### config.mk
export PLATFORM = sky130hd
export DESIGN_NAME = dot_product_feeder
export DESIGN_NICKNAME = d
export VERILOG_FILES = /design/src/rtl/dot_product_feeder.sv
export SDC_FILE = /design/constraint.sdc
export NUM_CORES = 1
export LEC_CHECK = 0
export CAP_MARGIN = 20
export CORE_MARGIN = 4
export CORE_UTILIZATION = 44
export DETAILED_ROUTE_END_ITERATION = 16
export PLACE_DENSITY_LB_ADDON = 0.05
export SETUP_SLACK_MARGIN = 0.2
export SLEW_MARGIN = 20
export SYNTH_ARGS = -nofsm -noshare
export SYNTH_HDL_FRONTEND = slang
export SYNTH_SLANG_ARGS = --single-unit
### constraint.sdc
create_clock -name clk -period 6.4 [get_ports clk]
set_input_delay 1.28 -clock clk [delete_from_list [all_inputs] [get_ports clk]]
set_output_delay 1.28 -clock clk [all_outputs]
set_load 0.005 [all_outputs]
### src/rtl/dot_product_feeder.sv
// rtl/dot_product_feeder.sv - element-pair loader and result capture for the 8-lane dot-product unit
module dot_product_feeder #(
  parameter int N   = 8,
  parameter int W   = 8,
  parameter int RW  = 19,
  parameter int LAT = 2
) (
  input  logic                  clk,
  input  logic                  reset,
  input  logic                  in_valid,
  output logic                  in_ready,
  input  logic [W-1:0]          in_a,
  input  logic [W-1:0]          in_b,
  input  logic                  in_last,
  output logic [W-1:0]          vec_a [N-1:0],
  output logic [W-1:0]          vec_b [N-1:0],
  input  logic [RW-1:0]         dp_result,
  output logic                  res_valid,
  input  logic                  res_ready,
  output logic [RW-1:0]         res_data,
  output logic [$clog2(N):0]    res_count
);

  localparam int IW = $clog2(N) + 1;
  localparam int LW = (N > 1) ? $clog2(N) : 1;
  localparam int CW = $clog2(LAT + 2);

  localparam logic [IW-1:0] LAST_IDX = IW'(N - 1);
  localparam logic [IW-1:0] ONE_IDX  = IW'(1);
  localparam logic [CW-1:0] LAT_CNT  = CW'(LAT);
  localparam logic [CW-1:0] ONE_CNT  = CW'(1);

  typedef enum logic [1:0] {
    S_FILL = 2'd0,
    S_WAIT = 2'd1,
    S_DONE = 2'd2
  } state_t;

  state_t            r_state;
  state_t            w_next;
  logic [IW-1:0]     r_idx;
  logic [CW-1:0]     r_wait_cnt;
  logic [W-1:0]      r_vec_a [N-1:0];
  logic [W-1:0]      r_vec_b [N-1:0];
  logic              r_res_valid;
  logic [RW-1:0]     r_res_data;
  logic [IW-1:0]     r_res_count;

  logic              w_in_fire;
  logic              w_close;
  logic              w_capture;
  logic              w_drain;
  logic [LW-1:0]     w_lane;

  assign w_lane    = r_idx[LW-1:0];
  assign vec_a     = r_vec_a;
  assign vec_b     = r_vec_b;
  assign res_valid = r_res_valid;
  assign res_data  = r_res_data;
  assign res_count = r_res_count;

  // State register; reset always returns to filling an empty vector
  always_ff @(posedge clk) begin
    if (reset) r_state <= S_FILL;
    else       r_state <= w_next;
  end

  // Next state and handshake decode; the vector closes on in_last or the Nth lane
  always_comb begin
    w_next    = r_state;
    in_ready  = 1'b0;
    w_in_fire = 1'b0;
    w_close   = 1'b0;
    w_capture = 1'b0;
    w_drain   = 1'b0;
    case (r_state)
      S_FILL: begin
        in_ready  = !reset;
        w_in_fire = in_valid && !reset;
        if (w_in_fire && (in_last || (r_idx == LAST_IDX))) begin
          w_close = 1'b1;
          w_next  = S_WAIT;
        end
      end
      S_WAIT: begin
        if (r_wait_cnt == LAT_CNT) begin
          w_capture = 1'b1;
          w_next    = S_DONE;
        end
      end
      S_DONE: begin
        if (res_ready) begin
          w_drain = 1'b1;
          w_next  = S_FILL;
        end
      end
      default: w_next = S_FILL;
    endcase
  end

  // Operand lanes, element index, latency counter and captured result
  always_ff @(posedge clk) begin
    if (reset) begin
      r_idx       <= '0;
      r_wait_cnt  <= '0;
      r_res_valid <= 1'b0;
      r_res_data  <= '0;
      r_res_count <= '0;
      for (int i = 0; i < N; i++) begin
        r_vec_a[i] <= '0;
        r_vec_b[i] <= '0;
      end
    end else begin
      if (w_in_fire) begin
        r_vec_a[w_lane] <= in_a;
        r_vec_b[w_lane] <= in_b;
        if (w_close) begin
          r_res_count <= r_idx + ONE_IDX;
          r_idx       <= '0;
          r_wait_cnt  <= '0;
        end else begin
          r_idx <= r_idx + ONE_IDX;
        end
      end
      if (r_state == S_WAIT) begin
        r_wait_cnt <= r_wait_cnt + ONE_CNT;
      end
      if (w_capture) begin
        r_res_data  <= dp_result;
        r_res_valid <= 1'b1;
      end
      // Clearing lanes on drain keeps unwritten lanes of a short vector at zero
      if (w_drain) begin
        r_res_valid <= 1'b0;
        for (int i = 0; i < N; i++) begin
          r_vec_a[i] <= '0;
          r_vec_b[i] <= '0;
        end
      end
    end
  end

endmodule

# Word level (Yosys, flattened, before mapping)
# Cells that the tools add are included.
dict set report totals {
  regBits 160
  inputBits 40
  out_inout_bits 153
  wordCells 65
}
dict set report classes {
  addsub 2
  order_cmp 2
  n_eq_ne 7
  n_mux 20
  n_reduce_logical 12
}
# cell n
set ops {}
lappend ops {{$bwmux 64} 2}
lappend ops {{$demux 8 s3} 1}
lappend ops {{$mux 2} 6}
lappend ops {{$mux 1} 8}
lappend ops {{$mux 8} 1}
lappend ops {{$ne 2x2->1 const B} 3}
lappend ops {{$pmux 2 s3} 1}
lappend ops {{$add 4x1->4 const B} 1}
lappend ops {{$eq 2x2->1 const B} 2}
lappend ops {{$eq 4x3->1 const B} 1}
lappend ops {{$lt 3x4->1 const B} 1}
lappend ops {{$mux 4} 1}
lappend ops {{$reduce_and 2->1} 2}
lappend ops {{$reduce_bool 2->1} 2}
lappend ops {{$ge 3x1->1 const B} 1}
lappend ops {{$logic_and 1x1->1} 3}
lappend ops {{$reduce_and 3->1} 1}
lappend ops {{$add 2x1->2 const B} 1}
lappend ops {{$eq 2x1->1 const B} 1}
lappend ops {{$logic_not 2->1} 1}
lappend ops {{$reduce_or 2->1} 1}
lappend ops {{$logic_not 1->1} 1}
lappend ops {{$logic_or 1x1->1} 1}

# Depth between registers and ports, before layout
# Gate-level depths: netlist (run 1).
dict set report logic_depth {
  depth_word 8
  ltp_mapped 7
  depth_no_buf 5
}

# Worst setup path before layout (run 1)
# Ideal clock, no wire load.
dict set report synth_timing {
  path_kind {input to register}
  from {input reset}
  to {register r_vec_b, in the netlist vec_b[34]}
  setup_time_ps 123
  arrival_ps 2784
  required_ps 6277
  setup_slack_ps 3493
  cell_stages 6
  n_path_buf 3
  cell_sequence {or4b_1 -> buf_2 -> or4b_4 -> buf_6 -> buf_8 -> mux2i_1}
}
dict set report synth_via {
  elab_chain_len 3
  elab_cells_between_ends 4
  cone_classes {1 x mux; 3 x reduce/logical}
}
# item line_no
set synth_rtl {}
lappend synth_rtl {{start: declaration} 9} ;# input logic reset,
lappend synth_rtl {{$logic_not 1->1} 79} ;# w_in_fire = in_valid && !reset;
lappend synth_rtl {{$logic_and 1x1->1} 79}
lappend synth_rtl {{$mux 1} 76} ;# case (r_state)
lappend synth_rtl {{end signal: indexed assignment} 116} ;# r_vec_b[w_lane] <= in_b;
lappend synth_rtl {{end: declaration} 44} ;# logic [W-1:0] r_vec_b [N-1:0];
# Parallel ways exist; a longest one is shown, timed or not.
# A chain may end at the register's enable or synchronous reset.

# Final worst setup path (run 1)
dict set report layout_timing {
  from {input reset}
  to {output in_ready}
}
dict set report layout_via {
  elab_chain_len 2
}
# item line_no
set layout_rtl {}
lappend layout_rtl {{$logic_not 1->1} 78} ;# in_ready = !reset;
lappend layout_rtl {{$mux 1} 76}
lappend layout_rtl {{end: declaration} 11} ;# output logic in_ready,
# Every way passes these cells.

==> Flow_metrics.wiki, run 1 <==
{| class="wikitable"
! Metric !! Value
|-
| Antenna-violating nets left || 0
|-
| Detailed-router iteration count before antenna repair || 5
|-
| Combinational share of power || 0.054
|-
| Worst slew margin || 0.332
|-
| Count of clock tree sinks || 160
|-
| Mapped cell area || 6200 sq um
|-
| DRC violations left || 0
|-
| Fin nets || 847
|-
| Filler cells || 1110
|-
| Most frequently used cell type in the post-synthesis netlist || dfxtp_1
|-
| Part of the total power dissipated in sequential elements || 0.450
|-
| Net switching power of the design || 0.464 mW
|-
| Internal power component || 1.80 mW
|-
| Effective utilization at floorplan || 0.448
|-
| FFs w/ async S/R, synth || 0
|-
| MaxCap Viol Count || 0
|-
| Synthesized-area fraction occupied by adder cells || 0.00404
|-
| DP Worst Slack || 2390 ps
|-
| Synth-to-layout area growth || 42.3%
|-
| Fraction of final layout cells sized beyond drive strength 1 || 0.0562
|-
| Floorplan die width || 127 microns
|-
| Flip-flop and latch count after synthesis || 160
|-
| Number of synthesized flops with an enable pin || 0
|-
| Post-layout instance count excluding filler cells || 998
|-
| Setup-violating endpoint count in the final report || 0
|-
| Period utilization || 0.612
|-
| Number of distinct standard cells referenced by the synthesized netlist || 38
|-
| Critical path startpoint category || input pin
|-
| Worst skew pair latency || 410 ps
|-
| Wire length reported by the detailed router || 18.3 mm
|-
| GPL Wtd Cong || 0.775
|-
| CTS Hold Bufs || 0
|-
| Final setup skew || 5.50 ps
|-
| Global-route wire length before repair || 28.2 mm
|-
| Setup TNS || 0 ps
|-
| Longest Clk Path Bufs || 2
|-
| Via Count || 5345
|-
| Net count after synthesis || 688
|-
| Switching share of power || 0.205
|-
| Fmax achieved || 0.255 GHz
|-
| Leading cell types by count after synthesis || 160 x dfxtp_1, 148 x nand3_1, 114 x mux2i_1
|-
| Vias in the first global route || 5251
|-
| Crit path required time || 5120 ps
|-
| Root cell of the clock tree || clkbuf_16
|-
| Antenna diodes || 0
|-
| Yosys warnings || 0
|-
| Post-DP HPWL || 12.7 mm
|-
| Max Transition Viols Final || 0
|-
| Resized Gates After CTS || 0
|-
| Post-placement cell count || 966
|-
| Post-Syn Instances || 646
|-
| Gr ovfl total || 0
|-
| Iteration-0 DRC Markers || 438
|-
| Synthesized-area fraction occupied by xor and xnor cells || 0.00283
|-
| Crit end category || primary output
|-
| Maximum number of pins on one net before global-route repair || 92
|-
| Number of antenna violations at the first check in global routing || 0
|-
| GR Util All Layers || 0.222
|-
| Reported leakage power || 3.83 nW
|-
| Post-DR vias/cell || 5.36
|-
| Number of CTS-inserted buffers || 17
|-
| DIE AREA || 16100 sq um
|-
| Largest family of logic cells by synthesized area || multiplexers
|-
| Compound-cell area share of the yosys netlist || 0.0559
|-
| Worst hold path type || flop to flop
|-
| Area share of the largest cell type after synthesis || 0.517
|-
| Part of the power in the clock network || 0.496
|-
| Average detailed-routed wire length per instance || 18.3 microns
|-
| Final worst setup slack || 2480 ps
|-
| Run status || finished clean
|-
| Crit path arrival time || 2640 ps
|-
| Leading register cell type out of synthesis || dfxtp_1
|-
| Std-Cell Rows || 43
|-
| Post-layout min period || 3920 ps
|-
| Number of endpoints with negative hold slack in the final report || 0
|-
| Power density cells || 256 nW/um^2
|-
| Cell type with the largest total area after synthesis || dfxtp_1
|-
| Count of buffers added by post-CTS timing repair for setup || 0
|-
| Mux cell area share after synthesis || 0.186
|-
| Die Height || 127 microns
|-
| Clock Pin Slew Worst Setup and Hold Paths || 60 ps
|-
| Clock tree from TritonCTS || built
|-
| Class of the most critical setup path || input pin to primary output
|-
| Unrepaired setup endpoints after global routing || no
|-
| Floorplan Core Area || 13800 sq um
|-
| Seq/Total Area, Yosys || 0.517
|-
| Top fanout value on the critical path || 31
|-
| # H-tree levels || 4
|-
| Number of buffer cells added on primary ports || 192
|-
| Slew at the pin closest to its max-slew limit || 1000 ps
|-
| Area fraction in and, or, nand and nor cells after synthesis || 0.180
|-
| Peak VDD IR || 0.170 mV
|-
| Syn Area/Cell || 9.60 sq um
|-
| IO Count || 193
|-
| Cells taking the most area after synthesis || dfxtp_1 52%, mux2i_1 18%, nand3_1 12%, a21oi_1 3.4%, clkbuf_1 2.8%
|}
-- logic make-up (layout without fill, tap and decap cells) --
kind of cell,Yosys count,count (layout)
and+or+nand+nor,222,222
DFF,160,160
muxes,115,115
buffers and inverters,79,251
AOI/OAI and AO/OA,66,66
adders and majority gates,2,2
xor gates and xnor gates,2,2
-- metal layers --
layer  up-vias  global-route usage  wire length, microns
li1       2581                   -                     -
met3        30              0.0842                  1640
met4         0              0.0839                   380
met2       187               0.350                  8520
met1      2547               0.277                  7720
met5         -                   0                     0
-- layout make-up --
| class | count | area, sq um | area share |
|---|---|---|---|
| flip-flops and latches | 160 | 3200 | 0.363 |
| multi-input cells | 407 | 2670 | 0.303 |
| repair buffers | 200 | 1980 | 0.225 |
| clock buffers | 22 | 484 | 0.0549 |
| well taps | 180 | 225 | 0.0255 |
| clock inverters | 10 | 180 | 0.0204 |
| inverters | 19 | 73.8 | 0.00837 |
-- path summary, 6_finish.rpt --
kind	startpoint	end	slack, ps	depth (start not counted)
worst min register to register	res_data[11]	res_data[11]	460	2
worst max-delay path	reset	in_ready	2480	4
worst max register to register	r_state[1]	vec_b[16]	3680	3
worst min-delay path	res_data[11]	res_data[11]	460	2
-- cells in the final DEF (no fill, tap or decap), types with 2 or more instances in the layout --
master and n:
nand3b_1 4, nand2_1 43, ha_1 2, nor2_1 8
or4b_1 2, clkdlybuf4s50_1 192, bufinv_16 5, nand4b_1 3
mux2i_1 114, o21ai_0 19, and3b_1 2, nand3_1 147
clkbuf_8 4, clkinv_2 3, buf_4 8, xnor2_1 2
clkinvlp_4 2, dfxtp_1 160, or2_2 2, inv_1 18
clkbuf_16 17, a21oi_1 42
-- critical path, cell delays in order --
cell             delay (ps)
clkdlybuf4s50_1         410
buf_4                   250
nor3_1                  170
clkdlybuf4s50_1         530
-- per-stage QoR --
step	utilization	instance area (sq um)	hold slack (ps)	power [mW]
global placement	0.590	8150	442	1.16
detailed placement	0.590	8150	451	1.16
floorplan	-	6200	453	1.09
finish	0.638	8820	458	2.26
global route	0.638	8820	477	2.33
CTS	0.638	8820	461	2.27
-- state kept, by name (all words and copies together) (netlist names) --
name / flops
vec_b: 64
vec_a: 64
res_valid: 1
r_wait_cnt: 2
r_idx: 4
r_state: 2
res_count: 4
res_data: 19
-- power by group through the flow --
stage | sequential [mW] | clock [mW] | combinational (mW)
6_report | 1.02 | 1.12 | 0.122
5_1_grt | 1.02 | 1.18 | 0.131
4_1_cts | 1.02 | 1.13 | 0.123
3_5_place_dp | 1.04 | 0 | 0.122
3_3_place_gp | 1.04 | 0 | 0.121
2_1_floorplan | 1.04 | 0 | 0.0528
Power figures use the tool's default switching activity.
==> inputs of run 2 (changes only) <==
==> constraint.sdc (replaced) <==
create_clock -name clk -period 3.9 [get_ports clk]
set_input_delay 0.78 -clock clk [delete_from_list [all_inputs] [get_ports clk]]
set_output_delay 0.78 -clock clk [all_outputs]
set_load 0.005 [all_outputs]
==> run 2 against run 1 <==
  * First-iteration DRC count increased by 12%
  * Non-clock buffer count increased by 7
  * Via count increased by 1.7%
  * Utilization increased by 0.13 points
  * Hold slack improved by 3.1 ps
  * Routed wire length increased by 0.76%
  * Critical endpoint unchanged
==> Flow_metrics.wiki, run 2 (synthesis gave the netlist of run 1 again) <==
{| class="wikitable"
! Metric !! Value
|-
| Fraction of final layout cells sized beyond drive strength 1 || 0.0618
|-
| Fmax achieved || 0.339 GHz
|-
| Run status || finished clean
|-
| Synth-to-layout area growth || 42.6%
|-
| Longest Clk Path Bufs || 2
|-
| Root cell of the clock tree || clkbuf_16
|-
| CTS Hold Bufs || 0
|-
| Number of CTS-inserted buffers || 17
|-
| Maximum number of pins on one net before global-route repair || 68
|-
| Number of buffer cells added on primary ports || 192
|-
| Resized Gates After CTS || 0
|-
| Final cell utilization of the core || 0.639
|-
| Global-route wire length before repair || 28.8 mm
|-
| Setup slack, reg-to-reg || 1410 ps
|-
| Vias in the first global route || 5330
|-
| Overall power consumption || 3.51 mW
|-
| Die Height || 127 microns
|-
| Fin nets || 854
|-
| Clock tree from TritonCTS || built
|-
| Gr ovfl total || 0
|-
| Period utilization || 0.755
|-
| Most common cell after layout, fill and taps aside || clkdlybuf4s50_1
|-
| Power density cells || 397 nW/um^2
|-
| IO Count || 193
|-
| Slew at the pin closest to its max-slew limit || 938 ps
|-
| Antenna diodes || 0
|-
| Effective utilization at floorplan || 0.448
|-
| Post-DP HPWL || 13.0 mm
|-
| Antenna-violating nets left || 0
|-
| Count of buffers added by post-CTS timing repair for setup || 0
|-
| Crit path required time || 3120 ps
|-
| Unrepaired setup endpoints after global routing || no
|-
| DRC violations left || 0
|-
| Multi-input logic area || 2670 sq um
|-
| Floorplan die width || 127 microns
|-
| Peak VDD IR || 0.285 mV
|-
| Clock Pin Slew Worst Setup and Hold Paths || 60 ps
|-
| Most used cells in the layout excluding fill and tap cells || 192 x clkdlybuf4s50_1, 160 x dfxtp_1, 148 x nand3_1
|-
| Setup-violating endpoint count in the final report || 0
|-
| Number of endpoints with negative hold slack in the final report || 0
|-
| DP Worst Slack || 634 ps
|-
| Worst slew margin || 0.375
|-
| Final worst setup slack || 954 ps
|-
| Final setup skew || 6.68 ps
|-
| Count of clock tree sinks || 160
|-
| Max Transition Viols Final || 0
|-
| Std-Cell Rows || 43
|-
| Total area of sequential cells || 3200 sq um
|-
| GR Util All Layers || 0.226
|-
| Worst skew pair latency || 430 ps
|-
| Number of antenna violations at the first check in global routing || 0
|-
| Reported leakage power || 3.84 nW
|-
| Detailed-router iteration count before antenna repair || 5
|-
| Filler cells || 1139
|-
| Critical path startpoint category || input pin
|-
| Via Count || 5436
|-
| Crit end category || primary output
|-
| Floorplan Core Area || 13800 sq um
|-
| Post-layout min period || 2950 ps
|-
| GPL Wtd Cong || 0.811
|-
| MaxCap Viol Count || 0
|-
| Worst hold path type || flop to flop
|-
| DIE AREA || 16100 sq um
|-
| Top fanout value on the critical path || 31
|-
| Iteration-0 DRC Markers || 492
|-
| Class of the most critical setup path || input pin to primary output
|-
| Post-DR vias/cell || 5.41
|-
| # H-tree levels || 4
|-
| Wire length reported by the detailed router || 18.4 mm
|-
| Setup TNS || 0 ps
|-
| Average detailed-routed wire length per instance || 18.3 microns
|-
| Crit path arrival time || 2170 ps
|}
==> run 2: cell count changes in the layout (fill, tap and decap cells not counted), sizes merged <==
cell,delta
buf,+7
bufinv,-3
clkinvlp,+2
clkinv,+1
==> run 2: area by class of cell <==
| class | count | area share |
|---|---|---|
| Sequential cell | 160 | 0.362 |
| Multi-Input combinational cell | 407 | 0.302 |
| Timing Repair Buffer | 207 | 0.236 |
| Clock buffer | 22 | 0.0537 |
| Tap cell | 180 | 0.0255 |
| Clock inverter | 10 | 0.0125 |
| Inverter | 19 | 0.00835 |
==> run 2: where the power goes <==
group	switching, mW	leakage [nW]	internal, mW
Sequential	0.0145	1.29	1.65
Combinational	0.107	2.28	0.0985
Clock	0.651	0.278	0.988
Total	0.773	3.84	2.74
==> run 2: stage by stage <==
stage | area [sq um] | instances | hold WS (ps)
after global routing | 8840 | 1005 | 471
after global placement | 8250 | 973 | 442
after CTS | 8840 | 1005 | 462
final | 8840 | 1005 | 461
after detailed placement | 8250 | 973 | 451
after floorplan | 6200 | 646 | 453
==> run 2: worst paths after layout <==
check / to / from / cells after the start
worst max-delay path: in_ready / reset / 4
worst min-delay path: res_data[1] / res_data[1] / 2
worst max register to register: vec_b[20] / r_state[1] / 4
worst min register to register: res_data[1] / res_data[1] / 2
==> run 2: critical path, stage by stage <==
cell and delay (ps):
clkdlybuf4s50_1 410, buf_4 250, nor3_1 180, clkdlybuf4s50_1 540
==> run 2: layer usage <==
metal | up-vias | routed length (microns) | GRT usage
li1 | 2608 | - | -
met1 | 2603 | 7760 | 0.291
met2 | 201 | 8760 | 0.350
met3 | 24 | 1550 | 0.0771
met4 | 0 | 333 | 0.0896
met5 | - | 0 | 0
